[src/rtl/isa_io_initiator_if.sv]
// Signal bundle between the ISA I/O initiator, the CPU request side and the ISA-side responders.
// The master modport is the initiator's view; slave is the environment's.
interface isa_io_initiator_if;
    logic        req;
    logic        req_wr;
    logic [15:0] req_addr;
    logic [7:0]  req_wdata;
    logic        busy;
    logic        ack;
    logic [7:0]  rdata;
    logic        err;
    logic [15:0] bus_a;
    logic        bus_aen;
    logic        bus_ior_l;
    logic        bus_iow_l;
    logic [7:0]  bus_d;
    logic [7:0]  bus_din;
    logic        bus_dir;
    logic        bus_rdy;

    modport master (
        input  req, req_wr, req_addr, req_wdata, bus_din, bus_dir, bus_rdy,
        output busy, ack, rdata, err, bus_a, bus_aen, bus_ior_l, bus_iow_l, bus_d
    );

    modport slave (
        output req, req_wr, req_addr, req_wdata, bus_din, bus_dir, bus_rdy,
        input  busy, ack, rdata, err, bus_a, bus_aen, bus_ior_l, bus_iow_l, bus_d
    );
endinterface

[src/rtl/isa_io_initiator.sv]
// ISA I/O-cycle initiator: turns a one-cycle CPU request into a timed IOR#/IOW# cycle
// with setup, IOCHRDY-extended strobe, hold, read capture and wait timeout.
module isa_io_initiator #(
    parameter int unsigned SETUP_CYC  = 2,
    parameter int unsigned STROBE_CYC = 4,
    parameter int unsigned HOLD_CYC   = 2,
    parameter int unsigned MAX_WAIT   = 64
) (
    input  logic               clk,
    input  logic               reset,
    isa_io_initiator_if.master io
);

    typedef enum logic [1:0] {IDLE, SETUP, STROBE, HOLD} state_t;

    localparam logic [3:0] SETUP_LAST  = 4'(SETUP_CYC - 1);
    localparam logic [3:0] STROBE_LAST = 4'(STROBE_CYC - 1);
    localparam logic [3:0] HOLD_LAST   = 4'(HOLD_CYC - 1);
    localparam logic [7:0] WAIT_LAST   = 8'(MAX_WAIT - 1);

    state_t      state_q, state_d;
    logic [3:0]  cnt_q, cnt_d;
    logic [7:0]  wcnt_q, wcnt_d;
    logic        wr_q, wr_d;
    logic        busy_q, busy_d;
    logic        ack_q, ack_d;
    logic [7:0]  rdata_q, rdata_d;
    logic        err_q, err_d;
    logic [15:0] a_q, a_d;
    logic        aen_q, aen_d;
    logic        ior_l_q, ior_l_d;
    logic        iow_l_q, iow_l_d;
    logic [7:0]  d_q, d_d;
    logic        strobe_end;

    always_comb begin
        state_d    = state_q;
        cnt_d      = cnt_q;
        wcnt_d     = wcnt_q;
        wr_d       = wr_q;
        busy_d     = busy_q;
        ack_d      = 1'b0;
        rdata_d    = rdata_q;
        err_d      = err_q;
        a_d        = a_q;
        aen_d      = aen_q;
        ior_l_d    = ior_l_q;
        iow_l_d    = iow_l_q;
        d_d        = d_q;
        strobe_end = 1'b0;

        case (state_q)
            IDLE: begin
                if (io.req) begin
                    state_d = SETUP;
                    cnt_d   = SETUP_LAST;
                    wr_d    = io.req_wr;
                    a_d     = io.req_addr;
                    if (io.req_wr) d_d = io.req_wdata;
                    aen_d   = 1'b0;
                    busy_d  = 1'b1;
                    err_d   = 1'b0;
                end
            end
            SETUP: begin
                if (cnt_q == 4'd0) begin
                    state_d = STROBE;
                    cnt_d   = STROBE_LAST;
                    wcnt_d  = 8'd0;
                    if (wr_q) iow_l_d = 1'b0;
                    else      ior_l_d = 1'b0;
                end else begin
                    cnt_d = cnt_q - 4'd1;
                end
            end
            STROBE: begin
                // Ready cycles consume strobe time; not-ready cycles only count toward the timeout.
                if (io.bus_rdy) begin
                    if (cnt_q == 4'd0) strobe_end = 1'b1;
                    else               cnt_d = cnt_q - 4'd1;
                end else if (wcnt_q == WAIT_LAST) begin
                    strobe_end = 1'b1;
                    err_d      = 1'b1;
                end else begin
                    wcnt_d = wcnt_q + 8'd1;
                end
                if (strobe_end) begin
                    state_d = HOLD;
                    cnt_d   = HOLD_LAST;
                    ior_l_d = 1'b1;
                    iow_l_d = 1'b1;
                    // A timed-out read never trusts the bus; it floats high.
                    if (!wr_q) rdata_d = (io.bus_dir && !err_d) ? io.bus_din : 8'hFF;
                end
            end
            HOLD: begin
                if (cnt_q == 4'd0) begin
                    state_d = IDLE;
                    aen_d   = 1'b1;
                    ack_d   = 1'b1;
                    busy_d  = 1'b0;
                end else begin
                    cnt_d = cnt_q - 4'd1;
                end
            end
            default: state_d = IDLE;
        endcase
    end

    always_ff @(posedge clk) begin
        if (reset) begin
            state_q <= IDLE;
            cnt_q   <= 4'd0;
            wcnt_q  <= 8'd0;
            wr_q    <= 1'b0;
            busy_q  <= 1'b0;
            ack_q   <= 1'b0;
            rdata_q <= 8'd0;
            err_q   <= 1'b0;
            a_q     <= 16'd0;
            aen_q   <= 1'b1;
            ior_l_q <= 1'b1;
            iow_l_q <= 1'b1;
            d_q     <= 8'd0;
        end else begin
            state_q <= state_d;
            cnt_q   <= cnt_d;
            wcnt_q  <= wcnt_d;
            wr_q    <= wr_d;
            busy_q  <= busy_d;
            ack_q   <= ack_d;
            rdata_q <= rdata_d;
            err_q   <= err_d;
            a_q     <= a_d;
            aen_q   <= aen_d;
            ior_l_q <= ior_l_d;
            iow_l_q <= iow_l_d;
            d_q     <= d_d;
        end
    end

    assign io.busy      = busy_q;
    assign io.ack       = ack_q;
    assign io.rdata     = rdata_q;
    assign io.err       = err_q;
    assign io.bus_a     = a_q;
    assign io.bus_aen   = aen_q;
    assign io.bus_ior_l = ior_l_q;
    assign io.bus_iow_l = iow_l_q;
    assign io.bus_d     = d_q;

endmodule

[src/flat_wrapper.sv]
// flat-port wrapper written by rule: the top's interface ports become plain ports
module isa_io_initiator_flat 
#(
    parameter int unsigned SETUP_CYC  = 2,
    parameter int unsigned STROBE_CYC = 4,
    parameter int unsigned HOLD_CYC   = 2,
    parameter int unsigned MAX_WAIT   = 64
)
  (clk, reset, io_req, io_req_wr, io_req_addr, io_req_wdata, io_bus_din, io_bus_dir, io_bus_rdy, io_busy, io_ack, io_rdata, io_err, io_bus_a, io_bus_aen, io_bus_ior_l, io_bus_iow_l, io_bus_d);
  isa_io_initiator_if io_i ();
  input  logic clk;
  input  logic reset;
  input wire logic [$bits(io_i.req)-1:0] io_req;
  input wire logic [$bits(io_i.req_wr)-1:0] io_req_wr;
  input wire logic [$bits(io_i.req_addr)-1:0] io_req_addr;
  input wire logic [$bits(io_i.req_wdata)-1:0] io_req_wdata;
  input wire logic [$bits(io_i.bus_din)-1:0] io_bus_din;
  input wire logic [$bits(io_i.bus_dir)-1:0] io_bus_dir;
  input wire logic [$bits(io_i.bus_rdy)-1:0] io_bus_rdy;
  output wire logic [$bits(io_i.busy)-1:0] io_busy;
  output wire logic [$bits(io_i.ack)-1:0] io_ack;
  output wire logic [$bits(io_i.rdata)-1:0] io_rdata;
  output wire logic [$bits(io_i.err)-1:0] io_err;
  output wire logic [$bits(io_i.bus_a)-1:0] io_bus_a;
  output wire logic [$bits(io_i.bus_aen)-1:0] io_bus_aen;
  output wire logic [$bits(io_i.bus_ior_l)-1:0] io_bus_ior_l;
  output wire logic [$bits(io_i.bus_iow_l)-1:0] io_bus_iow_l;
  output wire logic [$bits(io_i.bus_d)-1:0] io_bus_d;
  assign io_i.req = io_req;
  assign io_i.req_wr = io_req_wr;
  assign io_i.req_addr = io_req_addr;
  assign io_i.req_wdata = io_req_wdata;
  assign io_i.bus_din = io_bus_din;
  assign io_i.bus_dir = io_bus_dir;
  assign io_i.bus_rdy = io_bus_rdy;
  assign io_busy = io_i.busy;
  assign io_ack = io_i.ack;
  assign io_rdata = io_i.rdata;
  assign io_err = io_i.err;
  assign io_bus_a = io_i.bus_a;
  assign io_bus_aen = io_i.bus_aen;
  assign io_bus_ior_l = io_i.bus_ior_l;
  assign io_bus_iow_l = io_i.bus_iow_l;
  assign io_bus_d = io_i.bus_d;
  isa_io_initiator #(.SETUP_CYC(SETUP_CYC), .STROBE_CYC(STROBE_CYC), .HOLD_CYC(HOLD_CYC), .MAX_WAIT(MAX_WAIT)) u_core (.clk(clk), .reset(reset), .io(io_i));
endmodule
[config.mk]
export PLATFORM = sky130hd
export DESIGN_NAME = isa_io_initiator_flat
export DESIGN_NICKNAME = d
export VERILOG_FILES = /design/src/rtl/isa_io_initiator_if.sv /design/src/rtl/isa_io_initiator.sv /design/src/flat_wrapper.sv
export SDC_FILE = /design/constraint.sdc
export NUM_CORES = 1
export LEC_CHECK = 0
export CAP_MARGIN = 20
export CORE_MARGIN = 8
export CORE_UTILIZATION = 49
export CTS_BUF_LIST = sky130_fd_sc_hd__clkbuf_4 sky130_fd_sc_hd__clkbuf_8 sky130_fd_sc_hd__clkbuf_16
export DETAILED_ROUTE_END_ITERATION = 8
export PLACE_DENSITY = 0.91
export SLEW_MARGIN = 20
export SYNTH_ARGS = -nofsm -noshare
export SYNTH_HDL_FRONTEND = slang
export SYNTH_SLANG_ARGS = --single-unit
[constraint.sdc]
create_clock -name clk -period 3.5 [get_ports clk]
set_input_delay 0.7 -clock clk [delete_from_list [all_inputs] [get_ports clk]]
set_output_delay 0.7 -clock clk [all_outputs]
set_load 0.01 [all_outputs]
After elaboration in Yosys (flattened, before gate mapping)
Cells that the tools add are included.
{"block": "totals", "regBits": 53, "latchBits": 0, "mem_bits_rw": 0, "romBits": 0, "input_bits": 38, "output_inout_bits": 38, "word_cells": 85, "mem_count": 0}
{"block": "classes", "addsub": 2, "n_mul": 0, "div_mod_pow": 0, "order_cmp": 0, "eq_ne": 13, "shifts": 0, "mux": 37, "bitwise_logic": 2, "reduce_logical": 18}
{"op": "two-way mux 8 bit", "n": 4}
{"op": "two-way mux 4 bit", "n": 5}
{"op": "two-way mux 1 bit", "n": 16}
{"op": "one-hot mux 4 bit (4 select lines)", "n": 1}
{"op": "one-hot mux 8 bit (2 select lines)", "n": 1}
{"op": "AND reduction 4 bit", "n": 4}
{"op": "one-hot mux 1 bit (2 select lines)", "n": 5}
{"op": "AND reduction 3 bit", "n": 3}
{"op": "adder 8 x 1 -> 8 bit, second input constant", "n": 1}
{"op": "equality test 8 x 6 -> 1 bit, second input constant", "n": 1}
{"op": "two-way mux 2 bit", "n": 4}
{"op": "!= test 2 x 1 -> 1 bit, second input constant", "n": 4}
{"op": "!= test 2 bit, second input constant", "n": 4}
{"op": "one-hot mux 2 bit (4 select lines)", "n": 1}
{"op": "AND reduction 2 bit", "n": 3}
{"op": "nonzero test 2 bit", "n": 3}
{"op": "equality test 2 bit, second input constant", "n": 2}
{"op": "zero test 4 bit", "n": 1}
{"op": "subtractor 4 x 1 -> 4 bit, second input constant", "n": 1}
{"op": "!= test 3 x 2 -> 1 bit, second input constant", "n": 1}
{"op": "equality test 2 x 1 -> 1 bit, second input constant", "n": 1}
{"op": "zero test 2 bit", "n": 1}
{"op": "inverter 1 bit", "n": 2}
{"op": "OR reduction 2 bit", "n": 1}
{"op": "2 further kinds", "n": 2}

Logic depth before layout (Yosys ltp)
Gate-level depths: netlist of the first run.
{"block": "logic_depth", "depth_word": 7, "mapped_depth": 10, "ltp_nobuf": 9}

Worst setup path before layout of the first run
OpenSTA, ideal clock, no wires.
{"block": "synth_timing", "kind": "register -> register", "from": "register u_core.cnt_q[0]", "to": "register u_core.cnt_q[0]", "t_arrival_ns": 1.669, "slack_ns": 1.699, "stages_incl_launch_ff": 11, "path_buffers": 1, "period_less_slack_ns": 1.801, "path_cell_list": "dfxtp_1 > inv_1 > ha_1 > nor3b_4 > inv_2 > buf_6 > ha_1 > a21oi_1 > a31oi_1 > nor3_1 > nor3_1"}
{"block": "synth_via", "elab_chain_cells": 6, "elab_cells_between_ends": 12, "classes_between": "add/sub (1); eq/ne (1); mux (8); reduce/logical (2)"}
{"item": "start, declared", "line_no": "isa_io_initiator.sv:22", "rtl": "logic [3:0] cnt_q, cnt_d;"}
{"item": "start signal, assigned", "line_no": "isa_io_initiator.sv:127", "rtl": "cnt_q <= cnt_d;"}
{"item": "branches (longest 6 deep; another with subtractor 4 x 1 -> 4 bit)"}
Several ways; the timed one is not identified. The select of a mux whose other input is x is not followed.
A chain may end at the register's enable or synchronous reset.

Worst setup path in the final report of the first run
{"block": "layout_timing", "from": "input io_req", "to": "register u_core.d_q[3], in the netlist u_core.io.bus_d[3]"}
{"block": "layout_via", "elab_chain_cells": 1}
{"item": "start, declared", "line_no": "flat_wrapper.sv:13", "rtl": "input wire logic [$bits(io_i.req)-1:0] io_req;"}
{"item": "AND reduction 3 bit (no source line)"}
{"item": "end signal, assigned", "line_no": "isa_io_initiator.sv:124", "rtl": "d_q <= 8'd0;"}
{"item": "end signal, assigned", "line_no": "isa_io_initiator.sv:138", "rtl": "d_q <= d_d;"}
{"item": "end, declared", "line_no": "isa_io_initiator.sv:33", "rtl": "logic [7:0] d_q, d_d;"}
No other way between the ends.

==> results.md, run 1 <==
- Root Driver: clkbuf_8
- Drt total wl: 6.067 mm
- WS Path Type: input port to register
- Slew HR: 42.02%
- Critical Path Sink: u_core.io.bus_d[3]$_SDFFE_PP0P_
- CTS H-Tree Depth: 2
- Reg-to-reg endpoint: u_core.io.rdata[0]$_SDFFE_PP0P_
- Avg WL per Cell: around 15 um
- Hold Violations, Final: 0
- Starting Density: 50.56%
- Final min period: 2.152 ns
- Drt initial violations: 76
- #FFs+latches synth: 53
- Library cells used by synthesis: 51
- I/O pins: 76
- Hold_buf cts: 0
- Die area: 0.007324 mm^2
- Req. time, crit path: 3.65 ns
- Post-synthesis sequential area ratio: 44.73%
- Pin count of the biggest net entering global routing: between 50 and 60
- Worst reg2reg path depth: 8
- Post-synthesis cell area: 0.002372 mm^2
- Share of the synthesized area in the top cell type: 44.73%
- Critical Path, Cell by Cell: clkdlybuf4s50_1, and2_1, nand2_1, nand2_1, a21oi_1
- Vias in the first global route: 2151
- Total power: ~0.0020 W
- First-pass GRT wire length: around 10 mm
- Clock Latency Late Sink: approximately 0.31 ns
- F_max: roughly 460 MHz
- Cells after Synth: 283
- DRC: 0
- Area of the core: 0.004692 mm^2
- Die Ht: approximately 86 um
- # rows: 25
- Placer congestion estimate: 0.8167
- CP endpoint kind: register
- Area contributors post-synth: dfxtp_1 (45%), nand2_1 (8.7%), a21oi_1 (8.0%), nor3_1 (4.4%), ha_1 (3.7%)
- Via density: ~5.4
- Worst-path clk slew: around 0.090 ns
- CP max FO: 18
- Cts repair resizes: 0
- Share of cells above drive strength 1: 6.553%
- Worst Max-Slew Pin Slew: 0.8698 ns
- Pins Over Slew Limit: 0
- Sink Count: 53
- Worst Hold Class: register to register
- Ys Warns: 0
- Max-cap violations: 0
- Via count: 2206
- Ant. Diodes: 0
- Status: completed
- CTS max path bufs: 2
- Initial antenna violation count: 0
- R2r setup slk: 1.38 ns
- Setup crit start: io_req
- Setup crit start kind: input port
- Cell taking the most area after synthesis: dfxtp_1
- CP peak stage delay: 0.54 ns
- VDD IR max: 0.0004502 V
- First-pass DRT Iterations: 4
- GRT overflow: 0
- Synthesized Nets: about 330
- CTS tree: done
- Buffers on Ports: 75
- Die X: between 80 and 90 um
- Power Density: 614.7 mW/mm^2
- Arr. time, crit path: between 2 and 2.5 ns
- Static Leak: around 1.1 nW
- Top cell by count, worst path: nand2_1
- Final period util: 61.49%
- Layout Skew: 0.01166 ns
- Crit path max-delay cell type: and2_1
- Post-route ant nets: 0
- TritonCTS buffer count: 5
- Post-DP HPWL: approximately 4.5 mm
- Nets: 395
- Hold_ws: about 0.46 ns
- Syn_area_per_cell: around 8.4 um^2
- Synthesis-to-layout area growth: 35.02%
- TNS Setup: 0 ns
- Final setup vio count: 0
- RSZ-0062 raised after global routing: false
- Tot GR Track Use: 16.74%
- Setup Fix Bufs, Post-CTS: 0
- Worst reg2reg startpoint: u_core.cnt_q[0]$_SDFFE_PP0P_
kinds of logic (layout without fill, tap and decap cells):
group	after synthesis	after routing	synth area share [%]
fa+ha+maj	7	7	3.692
mux	2	2	0.8439
buf+inv	24	92	4.693
flops	53	53	44.73
simple gates	124	124	26.00
xor+xnor	4	4	1.477
compound gates	69	69	18.57
Yosys cell counts (all sizes together):
master / number
nor2b: 10
a2bb2oi: 1
dfxtp: 53
nand3: 4
inv: 9
or3b: 1
nand4bb: 1
a211oi: 2
mux2i: 2
a21oi: 39
o21ai: 7
nand2: 56
o21bai: 2
or4: 1
or3: 2
o31ai: 3
and2b: 1
o2bb2ai: 2
and2: 2
ha: 7
buf: 5
nor3b: 2
a2111o: 1
a2111oi: 1
clkbuf: 10
xor2: 4
a31o: 1
o22ai: 2
nand4: 1
nor3: 23
or2b: 1
o211a: 1
nand2b: 2
o211ai: 3
nor2: 15
and3: 2
a22oi: 1
o32a: 2
a31oi: 1
critical path: cells and delay by family:
kind	cells	cell delay [ns]
simple gates	3	1.01
buf+inv	1	0.52
compound gates	1	0.07
per-stage QoR:
step	utilization, %	cell area, um^2	setup slack, ns	instances
floorplan	-	2372	1.699	283
global placement	66.24	3108	1.086	397
detailed placement	66.24	3108	1.051	397
CTS	68.27	3203	1.372	405
global route	68.27	3203	1.148	405
finish	68.27	3203	1.348	405
layout by cell type, fill, tap and decap left out, types with 2 or more instances in the layout:
cell,instances
nor2b_1,10
clkbuf_8,5
a211oi_1,2
dfxtp_1,53
o211ai_1,2
or3_1,2
nand3_1,3
o32a_1,2
nor3_1,21
nor2_1,15
nand2_1,55
o21ai_2,2
ha_1,7
a21oi_1,38
xor2_1,4
inv_1,8
clkdlybuf4s50_1,74
o2bb2ai_1,2
o22ai_1,2
mux2i_1,2
o21ai_0,5
o21bai_1,2
and2_1,2
o31ai_1,3
and3_1,2
clkinv_4,2
nand2b_1,2
nor3_2,2
power by group:
| part | switching [W] | internal, W |
|---|---|---|
| Combinational | 0.000478 | 0.000369 |
| Clock | 0.000212 | 0.000146 |
| Sequential | 0.0000658 | 0.000698 |
how the worst min path moves through the flow:
stage | start | to | slack (ns) | cells after the start
finish | u_core.io.bus_a[14]$_SDFFE_PP0P_ | u_core.io.bus_a[14]$_SDFFE_PP0P_ | 0.46 | 2
global route | u_core.io.bus_a[14]$_SDFFE_PP0P_ | u_core.io.bus_a[14]$_SDFFE_PP0P_ | 0.47 | 2
CTS | u_core.io.bus_a[14]$_SDFFE_PP0P_ | u_core.io.bus_a[14]$_SDFFE_PP0P_ | 0.46 | 2
detailed placement | u_core.io.bus_a[4]$_SDFFE_PP0P_ | u_core.io.bus_a[4]$_SDFFE_PP0P_ | 0.45 | 2
global placement | u_core.io.bus_a[11]$_SDFFE_PP0P_ | u_core.io.bus_a[11]$_SDFFE_PP0P_ | 0.44 | 2
floorplan | u_core.wcnt_q[7]$_SDFFE_PP0P_ | u_core.wcnt_q[7]$_SDFFE_PP0P_ | 0.45 | 2
registers in the layout (all words and copies together) (netlist names), 2 cells and up:
signal / cells
u_core.wcnt_q: 8
u_core.state_q: 2
u_core.cnt_q: 4
u_core.io.bus_d: 8
u_core.io.rdata: 8
u_core.io.bus_a: 16
metal layers:
| metal | routed length (um) | global-route usage, % | up-vias |
|---|---|---|---|
| met2 | 3140 | 29.41 | 55 |
| li1 | - | - | 1111 |
| met3 | 337 | 5.540 | 13 |
| met4 | 150 | 7.006 | 0 |
| met1 | 2439 | 17.93 | 1027 |
| met5 | 0 | 0 | - |
layout make-up:
cell class / count / area, um^2
Fill cell: 378 / 1489
Inverter: 9 / 33.78
Timing Repair Buffer: 75 / 745.7
Clock buffer: 5 / 68.82
Sequential cell: 53 / 1061
Tap cell: 54 / 67.56
Clock inverter: 3 / 26.28
Multi-Input combinational cell: 206 / 1200
(Power assumes the default switching activity.)
==> inputs of run 2 (changes only) <==
Settings changed: CORE_UTILIZATION 49 to 46, PLACE_DENSITY 0.91 to 0.87.
Clock period 3.5 ns to 2.3 ns, I/O delays scaled along.
==> run 2 against run 1 <==
  * Core utilization down 2.7 points
  * Global-route usage down 0.94 points
  * Setup slack worse by 1.1 ns
  * Largest power group unchanged
  * Final cell count up 5.2%
  * Count of clock-buffer cells in the layout unchanged
  * Power up 64%
  * Clock skew down 0.0016 ns
  * Largest cell class unchanged
  * Worst hold slack about the same
  * Non-clock buffer count up 5
  * Via count up 0.68%
  * Clock power up 110%
  * Critical path type is now register to register
  * Die area up 5.3%
==> results.md, run 2 (synthesis gave the netlist of run 1 again) <==
- Worst Hold Class: register to register (unchanged)
- # rows: 26 (was 25)
- Die Ht: 87.82 um (was 85.58 um)
- Pins Over Slew Limit: 0 (unchanged)
- Post-DP HPWL: 4.555 mm (was 4.504 mm)
- Power Density: 978.2 mW/mm^2 (was 614.7 mW/mm^2)
- Initial antenna violation count: 0 (unchanged)
- WS Path Type: register to register (was input port to register)
- VDD IR max: 0.0005806 V (was 0.0004502 V)
- Buffers on Ports: 75 (unchanged)
- Setup Fix Bufs, Post-CTS: 0 (unchanged)
- Arr. time, crit path: 2.27 ns (was 2.30 ns)
- Pin count of the biggest net entering global routing: 51 (was 52)
- Ant. Diodes: 0 (unchanged)
- Placed inst area: 0.003166 mm^2 (was 0.003108 mm^2)
- Cts repair resizes: 0 (unchanged)
- Final setup vio count: 0 (unchanged)
- Die area: 0.007711 mm^2 (was 0.007324 mm^2)
- Register area: 0.001061 mm^2 (unchanged)
- Share of cells above drive strength 1: 7.865% (was 6.553%)
- Hold Violations, Final: 0 (unchanged)
- Max-cap violations: 0 (unchanged)
- First-pass GRT wire length: 9.770 mm (was 10.09 mm)
- Die X: 87.82 um (was 85.58 um)
- Placer congestion estimate: 0.8292 (was 0.8167)
- Comb pwr share: 41.3% (was 43.0%)
- Synthesis-to-layout area growth: 39.45% (was 35.02%)
- Switching Share: 35.36% (was 38.38%)
- CP endpoint kind: register (unchanged)
- Root Driver: clkbuf_8 (unchanged)
- Tot GR Track Use: 15.80% (was 16.74%)
- Avg WL per Cell: 14.50 um (was 14.98 um)
- Starting Density: 47.05% (was 50.56%)
- Post-route ant nets: 0 (unchanged)
- TritonCTS buffer count: 5 (unchanged)
- Final min period: 2.092 ns
- CTS tree: done (unchanged)
- Commonest non-fill, non-tap cell in the layout: clkdlybuf4s50_1 (unchanged)
- Psw: 0.001144 W (was 0.0007557 W)
- CTS max path bufs: 2 (unchanged)
- Via density: 5.214 (was 5.447)
- CTS H-Tree Depth: 2 (unchanged)
- Via count: 2221 (was 2206)
- Final period util: just over 90%
- Vias in the first global route: 2151 (unchanged)
- First-pass DRT Iterations: 4 (unchanged)
- Seq pwr share: 35.8% (was 38.8%)
- Finished Cell Area: 0.003308 mm^2 (was 0.003203 mm^2)
- Drt total wl: 6.175 mm (was 6.067 mm)
- DRC: 0 (unchanged)
- GRT overflow: 0 (unchanged)
- Hold_ws: 0.4572 ns (was 0.4573 ns)
- Sink Count: 53 (unchanged)
- Layout Skew: 0.01006 ns (was 0.01166 ns)
- Hold path depth: 2 (unchanged)
- Slew HR: 64.77% (was 42.02%)
- Drt initial violations: 121 (was 76)
- Static Leak: 1.190 nW (was 1.146 nW)
- Setup crit start kind: register (was input port)
- Commonest non-fill, non-tap cells in the layout: clkdlybuf4s50_1 (74), nand2_1 (55), dfxtp_1 (53) (unchanged)
- TNS Setup: 0 ns (unchanged)
- Req. time, crit path: 2.48 ns (was 3.65 ns)
- Worst Max-Slew Pin Slew: 0.5284 ns (was 0.8698 ns)
- Pint: 0.002092 W (was 0.001213 W)
- F_max: 478.1 MHz
- Worst reg2reg path depth: 9 (was 8)
- Worst-path clk slew: 0.09 ns (about the same)
- Area of the core: 0.005042 mm^2 (was 0.004692 mm^2)
- Clock share of power: 22.9% (was 18.2%)
- Nets: 400 (was 395)
- I/O pins: 76 (unchanged)
- RSZ-0062 raised after global routing: false (unchanged)
- Status: completed (unchanged)
- # fillers: 418 (was 378)
- Clock Latency Late Sink: 0.31 ns (about the same)
- CP max FO: 11 (was 18)
- Final core occ: 65.61% (was 68.27%)
- Hold_buf cts: 0 (unchanged)
- Multi-input logic area: 0.001209 mm^2 (was 0.001200 mm^2)
- Largest register FFs: 16 (unchanged)
- Total power: 0.003236 W (was 0.001969 W)
-- run 2: worst max-delay path, stage by stage, from the launching register on --
cell	delay [ns]
dfxtp_1	0.36
inv_1	0.07
ha_1	0.18
nor3b_4	0.35
inv_2	0.19
ha_1	0.34
a21oi_1	0.16
a31oi_1	0.06
nor3_1	0.19
nor3_1	0.07
-- run 2: cell type report --
type,instances,share of cell area (%)
inverters,9,1.021
repair buffers,80,23.68
flip-flops and latches,53,32.07
clock buffers,5,2.080
multi-input cells,206,36.54
clock inverters,3,1.967
well taps,70,2.648
-- run 2: metal layers --
metal / vias to the layer above / GRT usage [%] / share of wire (%)
met4: 0 / 5.156 / 1.3
met5: - / 0 / 0
li1: 1118 / - / -
met1: 1049 / 17.04 / 41
met2: 48 / 27.56 / 51
met3: 6 / 6.098 / 6.9
-- run 2: final timing paths --
kind | from | to | slack [ns]
worst max-delay path | u_core.cnt_q[0]$_SDFFE_PP0P_ | u_core.cnt_q[0]$_SDFFE_PP0P_ | 0.21
worst min-delay path | u_core.io.bus_d[1]$_SDFFE_PP0P_ | u_core.io.bus_d[1]$_SDFFE_PP0P_ | 0.46
worst max register to register | u_core.cnt_q[0]$_SDFFE_PP0P_ | u_core.cnt_q[0]$_SDFFE_PP0P_ | 0.21
worst min register to register | u_core.io.bus_d[1]$_SDFFE_PP0P_ | u_core.io.bus_d[1]$_SDFFE_PP0P_ | 0.46
-- run 2: metrics by stage --
| stage | setup slack, ns | cells |
|---|---|---|
| 2_1_floorplan | 0.4993 | 283 |
| 3_3_place_gp | 0.1816 | 418 |
| 3_5_place_dp | 0.1361 | 418 |
| 4_1_cts | 0.1329 | 426 |
| 5_1_grt | 0.03201 | 426 |
| 6_report | 0.2085 | 426 |
-- run 2: power groups by stage --
stage | logic, W | registers [W] | clock network (W)
5_1_grt | 0.00147 | 0.00117 | 0.000791
3_5_place_dp | 0.00132 | 0.00118 | 0
4_1_cts | 0.00133 | 0.00116 | 0.000759
2_1_floorplan | 0.000818 | 0.00121 | 0
3_3_place_gp | 0.00128 | 0.00117 | 0
6_report | 0.00134 | 0.00116 | 0.000742
